[src/rtl/lsu_ctrl_pkg.sv]
// Shared RV32I types plus load/store helpers used by lsu_ctrl and lsu_align.
package lsu_ctrl_pkg;

  typedef enum logic [6:0] {
    op_b_lui   = 7'b0110111,
    op_b_auipc = 7'b0010111,
    op_b_jal   = 7'b1101111,
    op_b_jalr  = 7'b1100111,
    op_b_br    = 7'b1100011,
    op_b_load  = 7'b0000011,
    op_b_store = 7'b0100011,
    op_b_imm   = 7'b0010011,
    op_b_reg   = 7'b0110011
  } rv32i_opcode;

  typedef enum logic [2:0] {
    lb  = 3'b000,
    lh  = 3'b001,
    lw  = 3'b010,
    lbu = 3'b100,
    lhu = 3'b101
  } load_f3_t;

  typedef enum logic [2:0] {
    sb = 3'b000,
    sh = 3'b001,
    sw = 3'b010
  } store_f3_t;

  typedef enum logic [1:0] {IDLE, WAIT, RESP} lsu_state_t;
  typedef enum logic [1:0] {OK, MISALIGN, ILLEGAL, TIMEOUT} lsu_err_t;

  // Byte enables for the access size encoded in funct3 (same codes for loads and stores).
  function automatic logic [3:0] lsu_mask(input logic [2:0] funct3, input logic [1:0] offset);
    case (funct3)
      lb, lbu: return 4'b0001 << offset;
      lh, lhu: return 4'b0011 << offset;
      lw:      return 4'b1111;
      default: return 4'b0000;
    endcase
  endfunction

  function automatic logic [31:0] lsu_extend(input logic [2:0] funct3, input logic [1:0] offset,
                                             input logic [31:0] rdata);
    logic [31:0] s;
    s = rdata >> {offset, 3'b000};
    case (funct3)
      lb:      return {{24{s[7]}}, s[7:0]};
      lh:      return {{16{s[15]}}, s[15:0]};
      lw:      return s;
      lbu:     return {24'd0, s[7:0]};
      lhu:     return {16'd0, s[15:0]};
      default: return 32'd0;
    endcase
  endfunction

endpackage

[src/rtl/lsu_ctrl_if.sv]
// Request, data-memory and response signals of the LSU; slave = lsu_ctrl, master = its environment.
interface lsu_ctrl_if;
  logic        req_valid;
  logic        req_ready;
  logic [6:0]  req_opcode;
  logic [2:0]  req_funct3;
  logic [31:0] req_addr;
  logic [31:0] req_wdata;
  logic [4:0]  req_rd;
  logic [31:0] dmem_addr;
  logic [3:0]  dmem_rmask;
  logic [3:0]  dmem_wmask;
  logic [31:0] dmem_wdata;
  logic [31:0] dmem_rdata;
  logic        dmem_resp;
  logic        resp_valid;
  logic        resp_ready;
  logic [4:0]  resp_rd;
  logic [31:0] resp_data;
  logic [1:0]  resp_err;

  modport slave (
    input  req_valid, req_opcode, req_funct3, req_addr, req_wdata, req_rd,
    input  dmem_rdata, dmem_resp, resp_ready,
    output req_ready, dmem_addr, dmem_rmask, dmem_wmask, dmem_wdata,
    output resp_valid, resp_rd, resp_data, resp_err
  );

  modport master (
    output req_valid, req_opcode, req_funct3, req_addr, req_wdata, req_rd,
    output dmem_rdata, dmem_resp, resp_ready,
    input  req_ready, dmem_addr, dmem_rmask, dmem_wmask, dmem_wdata,
    input  resp_valid, resp_rd, resp_data, resp_err
  );
endinterface

[src/rtl/lsu_ctrl_align.sv]
// lsu_align: combinational classification, byte-lane masking/shifting and load extension.
module lsu_align
  import lsu_ctrl_pkg::*;
(
  input  logic [6:0]  opcode,
  input  logic [2:0]  funct3,
  input  logic [1:0]  offset,
  input  logic [31:0] wdata,
  input  logic [31:0] rdata,
  output logic        is_load,
  output logic [3:0]  mask,
  output logic [31:0] wdata_sh,
  output logic [31:0] rdata_ext,
  output logic        illegal,
  output logic        misalign
);
  logic is_store;

  always_comb begin
    is_load   = (opcode == op_b_load);
    is_store  = (opcode == op_b_store);
    illegal   = !(is_load || is_store) ||
                (is_load && (funct3 inside {3'd3, 3'd6, 3'd7})) ||
                (is_store && (funct3 >= 3'd3));
    misalign  = ((funct3[1:0] == 2'b01) && offset[0]) ||
                ((funct3[1:0] == 2'b10) && (offset != 2'b00));
    mask      = lsu_mask(funct3, offset);
    wdata_sh  = wdata << {offset, 3'b000};
    rdata_ext = lsu_extend(funct3, offset, rdata);
  end
endmodule

[src/rtl/lsu_ctrl.sv]
// Multicycle RV32I load/store controller. Optional watchdog on the memory wait: LSU_TIMEOUT_EN.
module lsu_ctrl
  import lsu_ctrl_pkg::*;
#(
  parameter int TIMEOUT_CYCLES = 256
) (
  input logic       clk,
  input logic       rst,
  lsu_ctrl_if.slave bus
);
  if (TIMEOUT_CYCLES < 2 || TIMEOUT_CYCLES > 65535) begin : g_param_chk
    $error("lsu_ctrl: TIMEOUT_CYCLES must be within 2..65535");
  end

  lsu_state_t  state_q, state_d;
  logic [2:0]  f3_q;
  logic [1:0]  off_q;
  logic [4:0]  rd_q;
  logic        is_load_q;
  logic [31:0] dmem_addr_q, dmem_wdata_q;
  logic [3:0]  dmem_rmask_q, dmem_wmask_q;
  logic [31:0] resp_data_q;
  logic [4:0]  resp_rd_q;
  lsu_err_t    resp_err_q;
  logic        tmo_hit;

  logic [2:0]  al_funct3;
  logic [1:0]  al_offset;
  logic        al_is_load, al_illegal, al_misalign;
  logic [3:0]  al_mask;
  logic [31:0] al_wdata, al_rdata;

  // In IDLE the aligner sees the incoming request; afterwards the latched one.
  assign al_funct3 = (state_q == IDLE) ? bus.req_funct3 : f3_q;
  assign al_offset = (state_q == IDLE) ? bus.req_addr[1:0] : off_q;

  lsu_align u_align (
    .opcode    (bus.req_opcode),
    .funct3    (al_funct3),
    .offset    (al_offset),
    .wdata     (bus.req_wdata),
    .rdata     (bus.dmem_rdata),
    .is_load   (al_is_load),
    .mask      (al_mask),
    .wdata_sh  (al_wdata),
    .rdata_ext (al_rdata),
    .illegal   (al_illegal),
    .misalign  (al_misalign)
  );

`ifdef LSU_TIMEOUT_EN
  logic [15:0] tmo_cnt_q;

  always_ff @(posedge clk) begin
    if (rst || state_q != WAIT) tmo_cnt_q <= '0;
    else                        tmo_cnt_q <= tmo_cnt_q + 16'd1;
  end

  assign tmo_hit = (tmo_cnt_q == 16'(TIMEOUT_CYCLES - 1)) && !bus.dmem_resp;
`else
  assign tmo_hit = 1'b0;
`endif

  always_ff @(posedge clk) begin
    if (rst) state_q <= IDLE;
    else     state_q <= state_d;
  end

  always_comb begin
    state_d = state_q;
    case (state_q)
      IDLE:    if (bus.req_valid) state_d = (al_illegal || al_misalign) ? RESP : WAIT;
      WAIT:    if (bus.dmem_resp || tmo_hit) state_d = RESP;
      RESP:    if (bus.resp_ready) state_d = IDLE;
      default: state_d = IDLE;
    endcase
  end

  // Datapath registers carry no reset; outputs are gated by state instead.
  always_ff @(posedge clk) begin
    if (state_q == IDLE && bus.req_valid) begin
      f3_q         <= bus.req_funct3;
      off_q        <= bus.req_addr[1:0];
      rd_q         <= bus.req_rd;
      is_load_q    <= al_is_load;
      dmem_addr_q  <= {bus.req_addr[31:2], 2'b00};
      dmem_rmask_q <= al_is_load ? al_mask : 4'b0000;
      dmem_wmask_q <= al_is_load ? 4'b0000 : al_mask;
      dmem_wdata_q <= al_is_load ? 32'd0 : al_wdata;
      resp_data_q  <= 32'd0;
      resp_rd_q    <= 5'd0;
      resp_err_q   <= al_illegal ? ILLEGAL : (al_misalign ? MISALIGN : OK);
    end else if (state_q == WAIT) begin
      if (bus.dmem_resp) begin
        resp_err_q  <= OK;
        resp_data_q <= is_load_q ? al_rdata : 32'd0;
        resp_rd_q   <= is_load_q ? rd_q : 5'd0;
      end else if (tmo_hit) begin
        resp_err_q  <= TIMEOUT;
      end
    end
  end

  assign bus.req_ready  = (state_q == IDLE);
  assign bus.dmem_addr  = (state_q == WAIT) ? dmem_addr_q  : 32'd0;
  assign bus.dmem_rmask = (state_q == WAIT) ? dmem_rmask_q : 4'd0;
  assign bus.dmem_wmask = (state_q == WAIT) ? dmem_wmask_q : 4'd0;
  assign bus.dmem_wdata = (state_q == WAIT) ? dmem_wdata_q : 32'd0;
  assign bus.resp_valid = (state_q == RESP);
  assign bus.resp_rd    = (state_q == RESP) ? resp_rd_q   : 5'd0;
  assign bus.resp_data  = (state_q == RESP) ? resp_data_q : 32'd0;
  assign bus.resp_err   = (state_q == RESP) ? resp_err_q  : OK;
endmodule

[src/flat_wrapper.sv]
// flat-port wrapper written by rule: the top's interface ports become plain ports
module lsu_ctrl_flat import lsu_ctrl_pkg::*;
#(
  parameter int TIMEOUT_CYCLES = 256
)
  (clk, rst, bus_req_valid, bus_req_opcode, bus_req_funct3, bus_req_addr, bus_req_wdata, bus_req_rd, bus_dmem_rdata, bus_dmem_resp, bus_resp_ready, bus_req_ready, bus_dmem_addr, bus_dmem_rmask, bus_dmem_wmask, bus_dmem_wdata, bus_resp_valid, bus_resp_rd, bus_resp_data, bus_resp_err);
  lsu_ctrl_if bus_i ();
  input logic clk;
  input logic rst;
  input wire logic [$bits(bus_i.req_valid)-1:0] bus_req_valid;
  input wire logic [$bits(bus_i.req_opcode)-1:0] bus_req_opcode;
  input wire logic [$bits(bus_i.req_funct3)-1:0] bus_req_funct3;
  input wire logic [$bits(bus_i.req_addr)-1:0] bus_req_addr;
  input wire logic [$bits(bus_i.req_wdata)-1:0] bus_req_wdata;
  input wire logic [$bits(bus_i.req_rd)-1:0] bus_req_rd;
  input wire logic [$bits(bus_i.dmem_rdata)-1:0] bus_dmem_rdata;
  input wire logic [$bits(bus_i.dmem_resp)-1:0] bus_dmem_resp;
  input wire logic [$bits(bus_i.resp_ready)-1:0] bus_resp_ready;
  output wire logic [$bits(bus_i.req_ready)-1:0] bus_req_ready;
  output wire logic [$bits(bus_i.dmem_addr)-1:0] bus_dmem_addr;
  output wire logic [$bits(bus_i.dmem_rmask)-1:0] bus_dmem_rmask;
  output wire logic [$bits(bus_i.dmem_wmask)-1:0] bus_dmem_wmask;
  output wire logic [$bits(bus_i.dmem_wdata)-1:0] bus_dmem_wdata;
  output wire logic [$bits(bus_i.resp_valid)-1:0] bus_resp_valid;
  output wire logic [$bits(bus_i.resp_rd)-1:0] bus_resp_rd;
  output wire logic [$bits(bus_i.resp_data)-1:0] bus_resp_data;
  output wire logic [$bits(bus_i.resp_err)-1:0] bus_resp_err;
  assign bus_i.req_valid = bus_req_valid;
  assign bus_i.req_opcode = bus_req_opcode;
  assign bus_i.req_funct3 = bus_req_funct3;
  assign bus_i.req_addr = bus_req_addr;
  assign bus_i.req_wdata = bus_req_wdata;
  assign bus_i.req_rd = bus_req_rd;
  assign bus_i.dmem_rdata = bus_dmem_rdata;
  assign bus_i.dmem_resp = bus_dmem_resp;
  assign bus_i.resp_ready = bus_resp_ready;
  assign bus_req_ready = bus_i.req_ready;
  assign bus_dmem_addr = bus_i.dmem_addr;
  assign bus_dmem_rmask = bus_i.dmem_rmask;
  assign bus_dmem_wmask = bus_i.dmem_wmask;
  assign bus_dmem_wdata = bus_i.dmem_wdata;
  assign bus_resp_valid = bus_i.resp_valid;
  assign bus_resp_rd = bus_i.resp_rd;
  assign bus_resp_data = bus_i.resp_data;
  assign bus_resp_err = bus_i.resp_err;
  lsu_ctrl #(.TIMEOUT_CYCLES(TIMEOUT_CYCLES)) u_core (.clk(clk), .rst(rst), .bus(bus_i));
endmodule
[config.mk]
export PLATFORM = sky130hd
export DESIGN_NAME = lsu_ctrl_flat
export DESIGN_NICKNAME = d
export VERILOG_FILES = /design/src/rtl/lsu_ctrl_pkg.sv /design/src/rtl/lsu_ctrl_if.sv /design/src/rtl/lsu_ctrl_align.sv /design/src/rtl/lsu_ctrl.sv /design/src/flat_wrapper.sv
export SDC_FILE = /design/constraint.sdc
export NUM_CORES = 1
export LEC_CHECK = 0
export BUFFER_PORTS_ARGS = -buffer_cell sky130_fd_sc_hd__buf_2
export CORE_ASPECT_RATIO = 1.75
export CORE_MARGIN = 2
export CORE_UTILIZATION = 45
export DETAILED_ROUTE_END_ITERATION = 8
export PLACE_DENSITY_LB_ADDON = 0.2
export SYNTH_ARGS = -nofsm -noshare
export SYNTH_HDL_FRONTEND = slang
export SYNTH_SLANG_ARGS = --single-unit
[constraint.sdc]
create_clock -name clk -period 3 [get_ports clk]
set_input_delay 0.9 -clock clk [delete_from_list [all_inputs] [get_ports clk]]
set_output_delay 0.9 -clock clk [all_outputs]
set_load 0.005 [all_outputs]
==> impl_metrics.csv <==
group,metric,value,unit
sta,worstMarginPinSlew,0.773,ns
placement,io_buffers,226,
cts,cts_buffer_depth,2,
floorplanning,start_util,45.5,%
power_and_ir_drop,powerDensity,536,mW/mm^2
global_route,track_usage,23.6,%
floorplanning,die_y,158,um
hold_path,hold_path_class,"register to register",
final_layout,drive_above_1_share,38.4,%
sta,setup_ws,0.421,ns
placement,dp.cells,951,
sta,finalMaxSlewViolations,0,
drt,drtAntennaViolNets,0,
sta,fin_setup_tns,0,ns
global_route,antenna_found_initial,1,
worst_setup_path,worstSetupStartpointType,"register",
logic_synthesis,synthTopCellsByArea,"edfxtp_1, dfxtp_1, and2_1, nand2_1, mux2_2",
power_and_ir_drop,ir_drop,0.000387,V
logic_synthesis,synthesis.area,0.00606,sq mm
worst_setup_path,worstPathRequired,2.10,ns
cts,cts_sinks,122,
placement,dpl-instance-area,0.00736,sq mm
cts,cts_setup_buffers,0,
job,drv_cap,0,
sta,fin_crit,2.58,ns
final_layout,area_growth,30.2,%
worst_setup_path,cp_cell_sequence,"buf_4 > nor2b_2 > buf_4 > and2_1 > buf_2",
placement,hpwl,12.9,mm
worst_setup_path,path_max_fanout,24,
cts,clk_pin_slew,0.06,ns
final_layout,instances_no_fill,984,
drt,wirelength,17.3,mm
drt,vias,5172,
worst_setup_path,endpoint_kind,"output pin",
logic_synthesis,synth_top_area_cell,"edfxtp_1",
floorplanning,dieArea,0.0144,sq mm
drt,wl_per_cell,17.5,um
status,outcome,"finished, final reports clean",
floorplanning,ios,229,
cts,cts_hold_buf,0,
worst_setup_path,reg2reg_slack,0.57,ns
logic_synthesis,synth-edff-count,83,
global_route,first_global_vias,5216,
sta,fin_crit_sh,86.0,%
worst_setup_path,crit_top_cell,"buf_4",
worst_setup_path,crit_slowest_cell,"dfxtp_1",
global_route,grt_pass1_wl,26.3,mm
global_route,grt_max_degree,74,
logic_synthesis,async_flop_share,0,%
sta,max_slew_margin,48.4,%
power_and_ir_drop,leakage,0.00369,uW
cts,cts_root_buf,"clkbuf_16",
logic_synthesis,seq_area_frac_synth,54.0,%
sta,hold_viol_final,0,
placement,place.gp.congestion,0.884,
floorplanning,dieWidth,91.7,um
placement,place_ws,0.368,ns
logic_synthesis,yosysTopAreaCellShare,41.1,%
sta,setup_violations,0,
drt,vias_per_cell,5.26,
cts,tritoncts,"built",
cts,insertion_delay,0.41,ns
cts,cts_resized,0,
logic_synthesis,postSynthCellCount,571,
drt,first_pass_iters,4,
cts,htreeDepth,4,
worst_setup_path,crit_family,"buffers and inverters",
logic_synthesis,ys.flop_type,"edfxtp_1",
sta,max_freq,388,MHz
worst_setup_path,crit_buf_inv,3,
floorplanning,core_region_area,0.0133,sq mm
worst_setup_path,slowest_delay,0.32,ns
logic_synthesis,avgSynthCellArea,10.6,sq um
floorplanning,num_rows,56,
logic_synthesis,ys_ff_latch,122,
final_layout,fin_area,0.00789,sq mm
worst_setup_path,path_class,"register to output pin",
drt,dr.first_iter.drc_count,229,
logic_synthesis,synth_cell_types,58,
logic_synthesis,ys_warn_count,0,
drt,drc,0,
cts,cts_buffers,17,
sta,rsz0062_at_grt,"false",
final_layout,nets,912,
worst_setup_path,arrival,1.68,ns
global_route,grt_overflow_total,0,
sta,finClkSkew,0.00853,ns
[where the power goes]
| part | leakage (uW) | internal (uW) | total, uW | switching (uW) |
|---|---|---|---|---|
| clock | 0.000242 | 1050 | 1810 | 759 |
| combinational | 0.00233 | 197 | 497 | 299 |
| sequential | 0.00112 | 1910 | 1930 | 20.9 |
[cells in the mapped netlist (3+ instances only)]
| cell | count |
|---|---|
| nand2_1 | 66 |
| mux2i_1 | 11 |
| buf_2 | 4 |
| nor3_1 | 11 |
| nor2_1 | 33 |
| edfxtp_1 | 83 |
| a21oi_1 | 15 |
| a22oi_1 | 23 |
| buf_4 | 3 |
| o21ai_0 | 4 |
| inv_1 | 3 |
| a31oi_1 | 3 |
| and2_1 | 111 |
| dfxtp_1 | 39 |
| a32o_1 | 7 |
| nor2b_1 | 3 |
| clkbuf_1 | 22 |
| and3_1 | 17 |
| a22o_1 | 6 |
| mux2_2 | 16 |
| buf_6 | 9 |
| a2bb2oi_1 | 8 |
| nand3_1 | 26 |
| o211ai_1 | 8 |
[state kept, by name, summed over array words and instances (netlist names)]
| signal | flops |
|---|---|
| u_core.resp_data_q | 32 |
| u_core.state_q | 2 |
| u_core.dmem_rmask_q | 4 |
| u_core.dmem_addr_q | 30 |
| u_core.dmem_wmask_q | 4 |
| u_core.dmem_wdata_q | 32 |
| u_core.resp_rd_q | 5 |
| u_core.f3_q | 3 |
| u_core.off_q | 2 |
| u_core.rd_q | 5 |
| u_core.resp_err_q | 2 |
| u_core.is_load_q | 1 |
[worst paths after layout]
| kind | from | to | cells past startpoint |
|---|---|---|---|
| worst min-delay path | u_core.rd_q[1]$_DFFE_PP_ | u_core.resp_rd_q[1]$_SDFFE_PP0P_ | 1 |
| worst min register to register | u_core.rd_q[1]$_DFFE_PP_ | u_core.resp_rd_q[1]$_SDFFE_PP0P_ | 1 |
| worst max register to register | u_core.state_q[0]$_SDFFE_PP0P_ | u_core.dmem_wdata_q[23]$_SDFFCE_PN0P_ | 6 |
| worst max-delay path | u_core.state_q[1]$_SDFFE_PP0P_ | bus_resp_data[21] | 5 |
[final cells by class]
cell class	count	area, sq um
clock inverter	15	101
multi-input combinational	405	2550
antenna	1	2.50
tap	174	218
timing repair buffer	246	1310
sequential	122	3270
clock buffer	17	425
inverter	4	18.8
fill	1202	5420
[layer usage]
metal / wire, um / part of all wire (%) / vias to the layer above / track usage, %
met5: 0 / 0 / - / 0
met4: 689 / 4.0 / 0 / 12.9
met3: 1160 / 6.7 / 47 / 5.55
met2: 9480 / 55 / 225 / 44.5
met1: 5920 / 34 / 2418 / 23.6
li1: - / - / 2482 / -
[stage by stage]
step / power, uW / hold WS [ns] / utilization, %
floorplan: 2260 / 0.434 / -
global placement: 2440 / 0.441 / 55.3
detailed placement: 2460 / 0.449 / 55.3
CTS: 4260 / 0.458 / 59.3
global route: 4380 / 0.482 / 59.3
finish: 4230 / 0.457 / 59.3
[cell usage in the layout (no fill, tap or decap), types with 3 or more instances in the layout]
cell type	netlist	final
nand2_1	66	66
edfxtp_1	83	83
a22oi_1	23	23
nor2_1	33	33
clkinvlp_4	0	6
a22o_1	6	6
buf_2	4	226
dfxtp_1	39	39
and2_1	111	110
o21ai_0	4	4
clkinv_1	0	4
mux2i_1	11	11
a2bb2oi_1	8	8
and3_1	17	17
nand3_1	26	26
o211ai_1	8	8
mux2_2	16	16
buf_4	3	18
a21oi_1	15	15
a31oi_1	3	3
a32o_1	7	7
clkbuf_16	0	17
clkinv_4	0	3
nor3_1	11	11
[cell families (layout without fill, tap and decap cells)]
| kind of cell | count (synthesis) | in the layout | synth area share, % |
|---|---|---|---|
| compound gates | 87 | 87 | 11.1 |
| buf+inv | 45 | 282 | 4.36 |
| flops | 122 | 122 | 54.0 |
| mux | 29 | 29 | 5.27 |
| other cells | 1 | 3 | 0.0619 |
| simple gates | 287 | 287 | 25.2 |
No activity file was read; power rests on OpenSTA's default activity.
